`src/rtl/sram_arbiter.sv`:
```
// sram_arbiter: two-port round-robin front end for the single-port sram_model.
// After reset the SRAM is zero-filled (CLEAR_ON_RESET = 1) and then valid/ready
// requests from p0 and p1 are served with a fixed 2-cycle latency.
// Optional build macro SRAM_ARB_PERF_EN adds saturating grant/conflict counters.

module sram_arbiter #(
  parameter int AW             = 8,
  parameter int DW             = 32,
  parameter int CLEAR_ON_RESET = 1
) (
  input  logic            clock,
  input  logic            reset,

  input  logic            io_p0_valid,
  output logic            io_p0_ready,
  input  logic [AW-1:0]   io_p0_adr,
  input  logic            io_p0_wen,
  input  logic [DW/8-1:0] io_p0_wstrb,
  input  logic [DW-1:0]   io_p0_d,
  output logic            io_p0_rsp_valid,

  input  logic            io_p1_valid,
  output logic            io_p1_ready,
  input  logic [AW-1:0]   io_p1_adr,
  input  logic            io_p1_wen,
  input  logic [DW/8-1:0] io_p1_wstrb,
  input  logic [DW-1:0]   io_p1_d,
  output logic            io_p1_rsp_valid,

  output logic [DW-1:0]   io_rsp_rdata,
  output logic            io_init_done,

  output logic [AW-1:0]   io_sram_adr,
  output logic            io_sram_cen,
  output logic            io_sram_wen,
  output logic [DW/8-1:0] io_sram_wstrb,
  output logic [DW-1:0]   io_sram_d,
  input  logic [DW-1:0]   io_sram_q
`ifdef SRAM_ARB_PERF_EN
  ,
  output logic [31:0]     io_perf_p0_grants,
  output logic [31:0]     io_perf_p1_grants,
  output logic [31:0]     io_perf_conflicts
`endif
);

  localparam int SW = DW / 8;

  typedef enum logic [0:0] {
    ST_INIT = 1'b0,
    ST_RUN  = 1'b1
  } state_t;

  state_t          state;
  state_t          state_nxt;
  logic [AW-1:0]   init_cnt;
  logic            rr_ptr;

  logic            in_run;
  logic            grant0;
  logic            grant1;
  logic            grant_any;

  logic [AW-1:0]   sel_adr;
  logic            sel_wen;
  logic [SW-1:0]   sel_wstrb;
  logic [DW-1:0]   sel_d;

  // Stage 1 tracks the access currently on io_sram_*, stage 2 the one whose
  // response is being returned this cycle.
  logic            s1_valid;
  logic            s1_port;
  logic            s1_rd;
  logic            s2_valid;
  logic            s2_port;
  logic            s2_rd;

  logic            clear_en;
  logic            init_last;

  assign clear_en  = (CLEAR_ON_RESET != 0);
  assign init_last = (init_cnt == {AW{1'b1}});

  // State register
  always_ff @(posedge clock) begin
    if (reset) begin
      state <= ST_INIT;
    end else begin
      state <= state_nxt;
    end
  end

  // Next-state logic: leave INIT after the last clear write (or at once when
  // clearing is disabled)
  always_comb begin
    state_nxt = state;
    case (state)
      ST_INIT: begin
        if (!clear_en || init_last) begin
          state_nxt = ST_RUN;
        end
      end
      ST_RUN:  state_nxt = ST_RUN;
      default: state_nxt = ST_INIT;
    endcase
  end

  // FSM outputs: same-cycle round-robin grant, only while in RUN
  always_comb begin
    in_run      = (state == ST_RUN);
    grant0      = in_run && io_p0_valid && (!io_p1_valid || (rr_ptr == 1'b0));
    grant1      = in_run && io_p1_valid && (!io_p0_valid || (rr_ptr == 1'b1));
    grant_any   = grant0 || grant1;
    io_p0_ready = grant0;
    io_p1_ready = grant1;
    io_init_done = in_run;
  end

  // Request field mux for the granted port; strobes are dropped on reads
  always_comb begin
    if (grant1) begin
      sel_adr   = io_p1_adr;
      sel_wen   = io_p1_wen;
      sel_wstrb = io_p1_wen ? io_p1_wstrb : '0;
      sel_d     = io_p1_d;
    end else begin
      sel_adr   = io_p0_adr;
      sel_wen   = io_p0_wen;
      sel_wstrb = io_p0_wen ? io_p0_wstrb : '0;
      sel_d     = io_p0_d;
    end
  end

  // Clear-address counter, advances once per INIT write
  always_ff @(posedge clock) begin
    if (reset) begin
      init_cnt <= '0;
    end else if (state == ST_INIT && clear_en) begin
      init_cnt <= init_cnt + 1'b1;
    end
  end

  // Round-robin pointer: after a grant the other port gets priority
  always_ff @(posedge clock) begin
    if (reset) begin
      rr_ptr <= 1'b0;
    end else if (grant_any) begin
      rr_ptr <= ~grant1;
    end
  end

  // Registered SRAM interface; non-enable fields hold when idle
  always_ff @(posedge clock) begin
    if (reset) begin
      io_sram_cen   <= 1'b0;
      io_sram_wen   <= 1'b0;
      io_sram_adr   <= '0;
      io_sram_wstrb <= '0;
      io_sram_d     <= '0;
    end else if (state == ST_INIT && clear_en) begin
      io_sram_cen   <= 1'b1;
      io_sram_wen   <= 1'b1;
      io_sram_adr   <= init_cnt;
      io_sram_wstrb <= '1;
      io_sram_d     <= '0;
    end else if (grant_any) begin
      io_sram_cen   <= 1'b1;
      io_sram_wen   <= sel_wen;
      io_sram_adr   <= sel_adr;
      io_sram_wstrb <= sel_wstrb;
      io_sram_d     <= sel_d;
    end else begin
      io_sram_cen   <= 1'b0;
    end
  end

  // Response pipeline; reset drops anything in flight
  always_ff @(posedge clock) begin
    if (reset) begin
      s1_valid <= 1'b0;
      s1_port  <= 1'b0;
      s1_rd    <= 1'b0;
      s2_valid <= 1'b0;
      s2_port  <= 1'b0;
      s2_rd    <= 1'b0;
    end else begin
      s1_valid <= grant_any;
      s1_port  <= grant1;
      s1_rd    <= grant_any && !sel_wen;
      s2_valid <= s1_valid;
      s2_port  <= s1_port;
      s2_rd    <= s1_valid && s1_rd;
    end
  end

  // Response outputs: read data comes straight from the SRAM output latch
  always_comb begin
    io_p0_rsp_valid = s2_valid && (s2_port == 1'b0);
    io_p1_rsp_valid = s2_valid && (s2_port == 1'b1);
    io_rsp_rdata    = (s2_valid && s2_rd) ? io_sram_q : '0;
  end

`ifdef SRAM_ARB_PERF_EN
  logic both_valid_run;

  assign both_valid_run = in_run && io_p0_valid && io_p1_valid;

  // Saturating performance counters, cleared by reset
  always_ff @(posedge clock) begin
    if (reset) begin
      io_perf_p0_grants <= '0;
      io_perf_p1_grants <= '0;
      io_perf_conflicts <= '0;
    end else begin
      if (grant0 && io_perf_p0_grants != 32'hFFFF_FFFF) begin
        io_perf_p0_grants <= io_perf_p0_grants + 32'd1;
      end
      if (grant1 && io_perf_p1_grants != 32'hFFFF_FFFF) begin
        io_perf_p1_grants <= io_perf_p1_grants + 32'd1;
      end
      if (both_valid_run && io_perf_conflicts != 32'hFFFF_FFFF) begin
        io_perf_conflicts <= io_perf_conflicts + 32'd1;
      end
    end
  end
`endif

endmodule

```
`config.mk`:
```
export PLATFORM = sky130hd
export DESIGN_NAME = sram_arbiter
export DESIGN_NICKNAME = d
export VERILOG_FILES = /design/src/rtl/sram_arbiter.sv
export SDC_FILE = /design/constraint.sdc
export NUM_CORES = 1
export LEC_CHECK = 0
export BUFFER_PORTS_ARGS = -buffer_cell sky130_fd_sc_hd__buf_2
export CAP_MARGIN = 20
export CORE_ASPECT_RATIO = 0.75
export CORE_MARGIN = 2
export CORE_UTILIZATION = 40
export DETAILED_ROUTE_END_ITERATION = 16
export HOLD_SLACK_MARGIN = 0.02
export PLACE_DENSITY = 0.83
export SLEW_MARGIN = 20
export SYNTH_ARGS = -nofsm -noshare
export SYNTH_HDL_FRONTEND = slang
export SYNTH_SLANG_ARGS = --single-unit
```
`constraint.sdc`:
```
create_clock -name clock -period 1.38 [get_ports clock]
set_input_delay 0.276 -clock clock [delete_from_list [all_inputs] [get_ports clock]]
set_output_delay 0.276 -clock clock [all_outputs]
set_load 0.005 [all_outputs]
```
==> key figures, run 1 <==
Timing
  – Slew HR: 0.834
  – Final setup vio count: 22
  – Fin. Hold Viols: 0
  – Slew Viols, Final: 0
  – RSZ-0062 raised after global routing: yes
  – Clock Skews: 0.00494 ns
  – Final period util: 1.06
  – Fmax: a little under 700 MHz
  – Minimum clock period: 1.46 ns
  – Worst Slack Setup Final: -0.0772 ns
  – Least-Margin Pin Slew: between 0.2 and 0.25 ns

Logic synthesis
  – Compound-cell area share of the yosys netlist: 0.185
  – Most common cell in the netlist: dfxtp_1
  – Mux contribution to synthesized area: 0.133
  – Fraction of the mapped netlist area in simple logic gates: 0.175
  – Unique cell type count in the Yosys netlist: a little over 40
  – Avg Cell Area, Syn: 9.12 sq um
  – Largest cells by area after synthesis: dfxtp_1, mux2i_1, and3_1, a21oi_1, o21ai_0
  – Post-synth ARST share: 0
  – Top FF cell, synth: dfxtp_1
  – Post-synthesis net count: 457
  – Cell taking the most area after synthesis: dfxtp_1
  – Mapped Cells: 330
  – Number of synthesized flops with an enable pin: 0
  – Post-Synth XOR/XNOR Area: 0.0145
  – Ys Warns: 0
  – Area share of fa/ha/maj cells after synthesis: 0.00416
  – Most common library cells after synthesis: dfxtp_1, mux2i_1, a21oi_1
  – Register area share after synthesis: 0.412
  – Yosys reg bits: 62
  – Top-area cell type share of the netlist area: 0.412
  – Syn Std Cell Area: roughly 0.003 sq mm
  – Largest family of logic cells by synthesized area: compound AO/OA/AOI/OAI gates

Floorplanning
  – Chip width: 104 um
  – Core ar.: roughly 0.0073 sq mm
  – Die height: 79.1 um
  – I/O pin total: 209
  – FP Rows: 27
  – Die area: 0.00824 sq mm
  – Initial core utilization: 0.411

Place
  – IO Port Bufs: roughly 210
  – Dpl hpwl: 6600 um
  – Placed cell area: slightly above 0.004 sq mm
  – Placer congestion estimate: between 0.8 and 0.9
  – Dpl cells: between 600 and 700

Job
  – Max cap viols: 0

Drt
  – Final wirelength: 10300 um
  – Drt wl/cell: 15.8 um
  – Max layer used: met4
  – Metal3 WL: ~570 um
  – Iter 0 DRT Violations: 109
  – Remaining antenna violation count: 0
  – WL met2: 5310 um
  – DRC: 0
  – Vias per Instance: 5.11
  – First-pass DRT Iterations: 4
  – Vias: 3335
  – Met1 WL: 4210 um

Worst hold path
  – Hold EP: io_sram_d[14]
  – Min-delay src: io_p1_d[14]
  – Hold Path Cell Cnt: 3
  – Min-delay worst type: in -> reg

Critical path
  – Critical Path AT: 1.18 ns
  – CP max-delay cell: dfxtp_2
  – Critical R2R Launch: rr_ptr
  – Worst reg2reg setup slack: about 0.040 ns
  – CP peak stage delay: 0.34 ns
  – Critical Path Sink Type: output port
  – Reg2reg path depth: 6
  – Crit path cell chain: a21boi_2 -> and2_1 -> buf_2
  – Setup Crit Path Kind: reg -> out
  – Reg2reg end: io_sram_d[10]
  – CP Launch Type: flop
  – CP Max Fanout: 6
  – Crit path required time: about 1.1 ns

Global route
  – GRT Resource Usage Total: 0.210
  – First-pass GRT wire length: 14200 um
  – Antenna violations before repair: 0
  – Grt ovf: 0
  – Pin count of the biggest net entering global routing: 64
  – Number of global-route vias before repair: 3117

Clock network
  – Reg clk slew, reported paths: 0.06 ns
  – H-tree depth: 3
  – CTS sink cnt: 62
  – TritonCTS clock tree: yes
  – Clk Latency, worst-skew pair: 0.32 ns
  – Maximum clock path buffer count: 2
  – CTS root buffer: clkbuf_8
  – CTS buffer count: 9

Finish
  – Synthesis-to-layout area growth: 57.6%
  – Design Area, Final: 0.00475 sq mm
  – Layout cells sized above 1: 0.504
  – Post-layout util: 0.647
  – Final Non-Filler Cells: 653
  – Nets: 675
  – FILL cells: between 600 and 700
  – Ant. Diodes: 0

Outcome
  – Status: complete, but fails checks
  – Failing checks: setup timing

Power and ir drop
  – Power Total: 3.64 mW
  – Leak pwr: 2.63 nW
  – Peak VDD IR: between 400 and 500 uV
  – Pwr Density: 767 mW/mm^2
placed cells by master, fill, tap and decap left out, types with 13 or more instances in the layout:
cell type  Yosys  final
dfxtp_1       62     58
nor2b_1       14     13
buf_6          2     28
clkbuf_8       0     13
buf_2          8    191
a21oi_1       35     35
and3_1        33     17
mux2i_1       40     40
nor2_1        14     14
o21ai_0       33     33
and3_4         0     16
worst max-delay path, delay by kind of cell, from the launching register on:
kind | cells | cell delay (ns)
buf+inv | 1 | 0.11
compound gates | 1 | 0.24
simple gates | 1 | 0.17
flops | 1 | 0.34
metal layers:
layer | track usage | vias to the layer above
met2 | 0.388 | 142
li1 | - | 1632
met1 | 0.239 | 1539
met5 | 0 | -
met3 | 0.0542 | 22
met4 | 0.0635 | 0
power breakdown:
group,internal [mW],switching (mW)
sequential,1.81,0.0179
clock,0.842,0.644
combinational,0.192,0.137
total,2.84,0.799
cell type report:
type / instances / area (sq um) / area share
Multi-Input combinational cell: 235 / 1650 / 0.347
Inverter: 4 / 17.5 / 0.00369
Timing Repair Buffer: 236 / 1510 / 0.319
Sequential cell: 62 / 1250 / 0.264
Clock buffer: 15 / 186 / 0.0393
Tap cell: 101 / 126 / 0.0266
registers in the layout, summed over array words and instances (netlist names):
signal and cells:
init_cnt 8, io_init_done 1, io_sram_adr 8, io_sram_cen 1, io_sram_d 32, io_sram_wen 1, io_sram_wstrb 4, rr_ptr 1
s1_port 1, s1_rd 1, s1_valid 1, s2_port 1, s2_rd 1, s2_valid 1
cells by family (layout without fill, tap and decap cells):
| kind of cell | count (synthesis) | in the layout |
|---|---|---|
| buf+inv | 33 | 255 |
| xor+xnor | 5 | 5 |
| flops | 62 | 62 |
| fa+ha+maj | 1 | 1 |
| mux | 40 | 40 |
| compound gates | 100 | 100 |
| simple gates | 89 | 89 |
worst max-delay path by stage:
stage,startpoint,end,slack (ns)
6_report,rr_ptr,io_p0_ready,-0.08
5_1_grt,rr_ptr,io_p0_ready,-0.15
4_1_cts,rr_ptr,io_p0_ready,-0.09
3_5_place_dp,io_p0_valid,io_sram_wen,-0.02
3_3_place_gp,io_p0_valid,io_sram_d[22],0.08
2_1_floorplan,io_init_done,io_p0_ready,0.13
repair_timing:
item / CTS / global route
setup buffers: 2 / 3
pin swaps: 0 / 19
hold buffers: 0 / 0
cloned: 2 / 7
setup endpoints to repair: 36 / 47
endpoints found under the hold margin: 0 / 0
gates resized for setup: 18 / 58
metrics by stage:
stage	TNS [ns]	hold slack, ns	setup WS, ns
finish	-0.584	0.225	-0.0772
global route	-2.43	0.228	-0.145
CTS	-0.194	0.225	-0.0905
detailed placement	-0.0157	0.451	-0.0157
global placement	0	0.421	0.0830
floorplan	0	0.406	0.130
(Power assumes the default switching activity.)
==> inputs of run 2 (changes only) <==
SETUP_SLACK_MARGIN = 0.2   (was not set)
==> key figures, run 2 (synthesis results as in run 1) <==
Drt
  – DRC: 0
  – Remaining antenna violation count: 0
  – Final wirelength: approximately 12000 um
  – Vias: approximately 3600
  – Drt wl/cell: approximately 18 um
  – Iter 0 DRT Violations: a little over 300
  – Vias per Instance: between 5 and 6
  – First-pass DRT Iterations: 4

Outcome
  – Failing checks: setup timing
  – Status: complete, but fails checks

Critical path
  – Reg2reg path depth: 7
  – CP Launch Type: flop
  – CP Max Fanout: 6
  – Critical Path AT: 1.68 ns
  – Critical Path Sink Type: flop
  – Crit path required time: approximately 1.6 ns
  – Setup Crit Path Kind: reg -> reg
  – Setup crit start: rr_ptr
  – Critical R2R Launch: rr_ptr

Timing
  – Fin. Hold Viols: 0
  – RSZ-0062 raised after global routing: yes
  – Least-Margin Pin Slew: 0.389 ns
  – Minimum clock period: ~1.5 ns
  – Final period util: 1.06
  – Slew Viols, Final: 0
  – Post-Route Setup TNS: -2.24 ns
  – Fmax: 686 MHz
  – Slew HR: 0.738
  – Clock Skews: 0.00608 ns
  – Worst Slack Setup Final: -0.0770 ns
  – Final setup vio count: 64
  – Hold Slack: 0.206 ns

Finish
  – Commonest non-fill, non-tap cell in the layout: buf_2
  – Most frequent cells in the layout: buf_2, dfxtp_1, and3_1, mux2i_1
  – Max FFs per register: 32
  – Most flop-heavy register: io_sram_d
  – Multi-input gate area: 0.00190 sq mm
  – FILL cells: 493
  – Layout cells sized above 1: 0.610
  – Ant. Diodes: 0
  – Synthesis-to-layout area growth: 81.1%
  – Final Non-Filler Cells: 683
  – Largest regs: io_sram_d (32), init_cnt (8), io_sram_adr (8)
  – Nets: 704
  – Register Area: 0.00125 sq mm

Power and ir drop
  – Peak VDD IR: 541 uV
  – Sequential Power Share: 0.491
  – Logic pwr share: 0.107
  – Power Total: 3.72 mW
  – Sw Share: 0.240
  – Pwr Density: 683 mW/mm^2
  – Clock share of power: 0.402
  – Internal: approximately 2.8 mW
  – Leak pwr: 2.88 nW
  – P_sw: 0.895 mW

Clock network
  – TritonCTS clock tree: yes
  – CTS root buffer: clkbuf_8
  – Reg clk slew, reported paths: 0.07 ns
  – Maximum clock path buffer count: 2
  – CTS buffer count: 9
  – H-tree depth: 3
  – CTS Hold Bufs: 0
  – CTS sink cnt: 62
  – Clk Latency, worst-skew pair: approximately 0.34 ns

Floorplanning
  – I/O pin total: 209
  – Die height: 79.1 um
  – Core ar.: 0.00733 sq mm
  – FP Rows: 27
  – Initial core utilization: 0.411
  – Chip width: 104 um
  – Die area: between 0.008 and 0.009 sq mm

Place
  – DP Worst Slack: -0.0269 ns
  – IO Port Bufs: 208
  – Dpl cells: around 630
  – Placer congestion estimate: 0.844
  – Dpl hpwl: 6570 um

Global route
  – Number of global-route vias before repair: 3375
  – Antenna violations before repair: 0
  – First-pass GRT wire length: ~17000 um
  – GRT Resource Usage Total: 0.265
  – Grt ovf: 0
  – Pin count of the biggest net entering global routing: 32

Worst hold path
  – Min-delay worst type: in -> reg
  – Hold Path Cell Cnt: 3
  – Min-delay src: io_p1_adr[2]

Job
  – Max cap viols: 0
==> run 2: cell count changes in the layout (fill, tap and decap cells not counted), moves of 14 or more <==
cell     previous run  this run
a21oi_1            35        14
a21oi_2             0        21
and3_1             17        32
and3_4             16         1
buf_2             191       205
o21ai_0            33         5
o21ai_2             0        15
==> run 2: layout make-up <==
class / instances / area share
clock inverters: 3 / 0.00321
clock buffers: 13 / 0.0310
multi-input cells: 235 / 0.349
well taps: 101 / 0.0232
inverters: 4 / 0.00413
flip-flops and latches: 62 / 0.230
repair buffers: 265 / 0.359
==> run 2: metrics by stage <==
step	util	cell area, sq um
final	0.744	5450
after global routing	0.744	5450
after CTS	0.697	5110
after detailed placement	0.566	4150
after global placement	0.566	4150
after floorplan	-	3020
==> run 2: power groups by stage <==
stage	Sequential, mW	Clock (mW)	Combinational, mW
global route	1.83	1.61	0.427
floorplan	1.87	0	0.105
detailed placement	1.87	0	0.326
global placement	1.87	0	0.317
finish	1.83	1.50	0.397
CTS	1.82	1.52	0.356
==> run 2: worst max-delay path, stage by stage, from the launching register on <==
cell and delay, ns:
dfxtp_2 0.34, nand2b_4 0.15, nand3_4 0.07, buf_8 0.16, buf_4 0.15, buf_16 0.14, mux2i_2 0.24, a21oi_1 0.09
==> run 2: metal layers <==
metal / share of wire / up-vias / wire length (um) / track usage
li1: - / 1698 / - / -
met1: 0.42 / 1675 / 5030 / 0.339
met5: 0 / - / 0 / 0
met2: 0.48 / 192 / 5770 / 0.451
met4: 0.020 / 0 / 240 / 0.0703
met3: 0.079 / 26 / 942 / 0.0624
==> run 2: final timing paths <==
kind,end,slack [ns]
max,io_sram_d[5],-0.08
min,io_sram_adr[2],0.21
max reg2reg,io_sram_d[5],-0.08
min reg2reg,s2_rd,0.45
==> run 2: timing repair <==
item / 4_1_cts / 5_1_grt
pin swaps: 13 / 7
endpoints found under the setup margin: 82 / 92
buffers inserted: 19 / 6
gates resized for setup: 85 / 67
cloned: 12 / 3
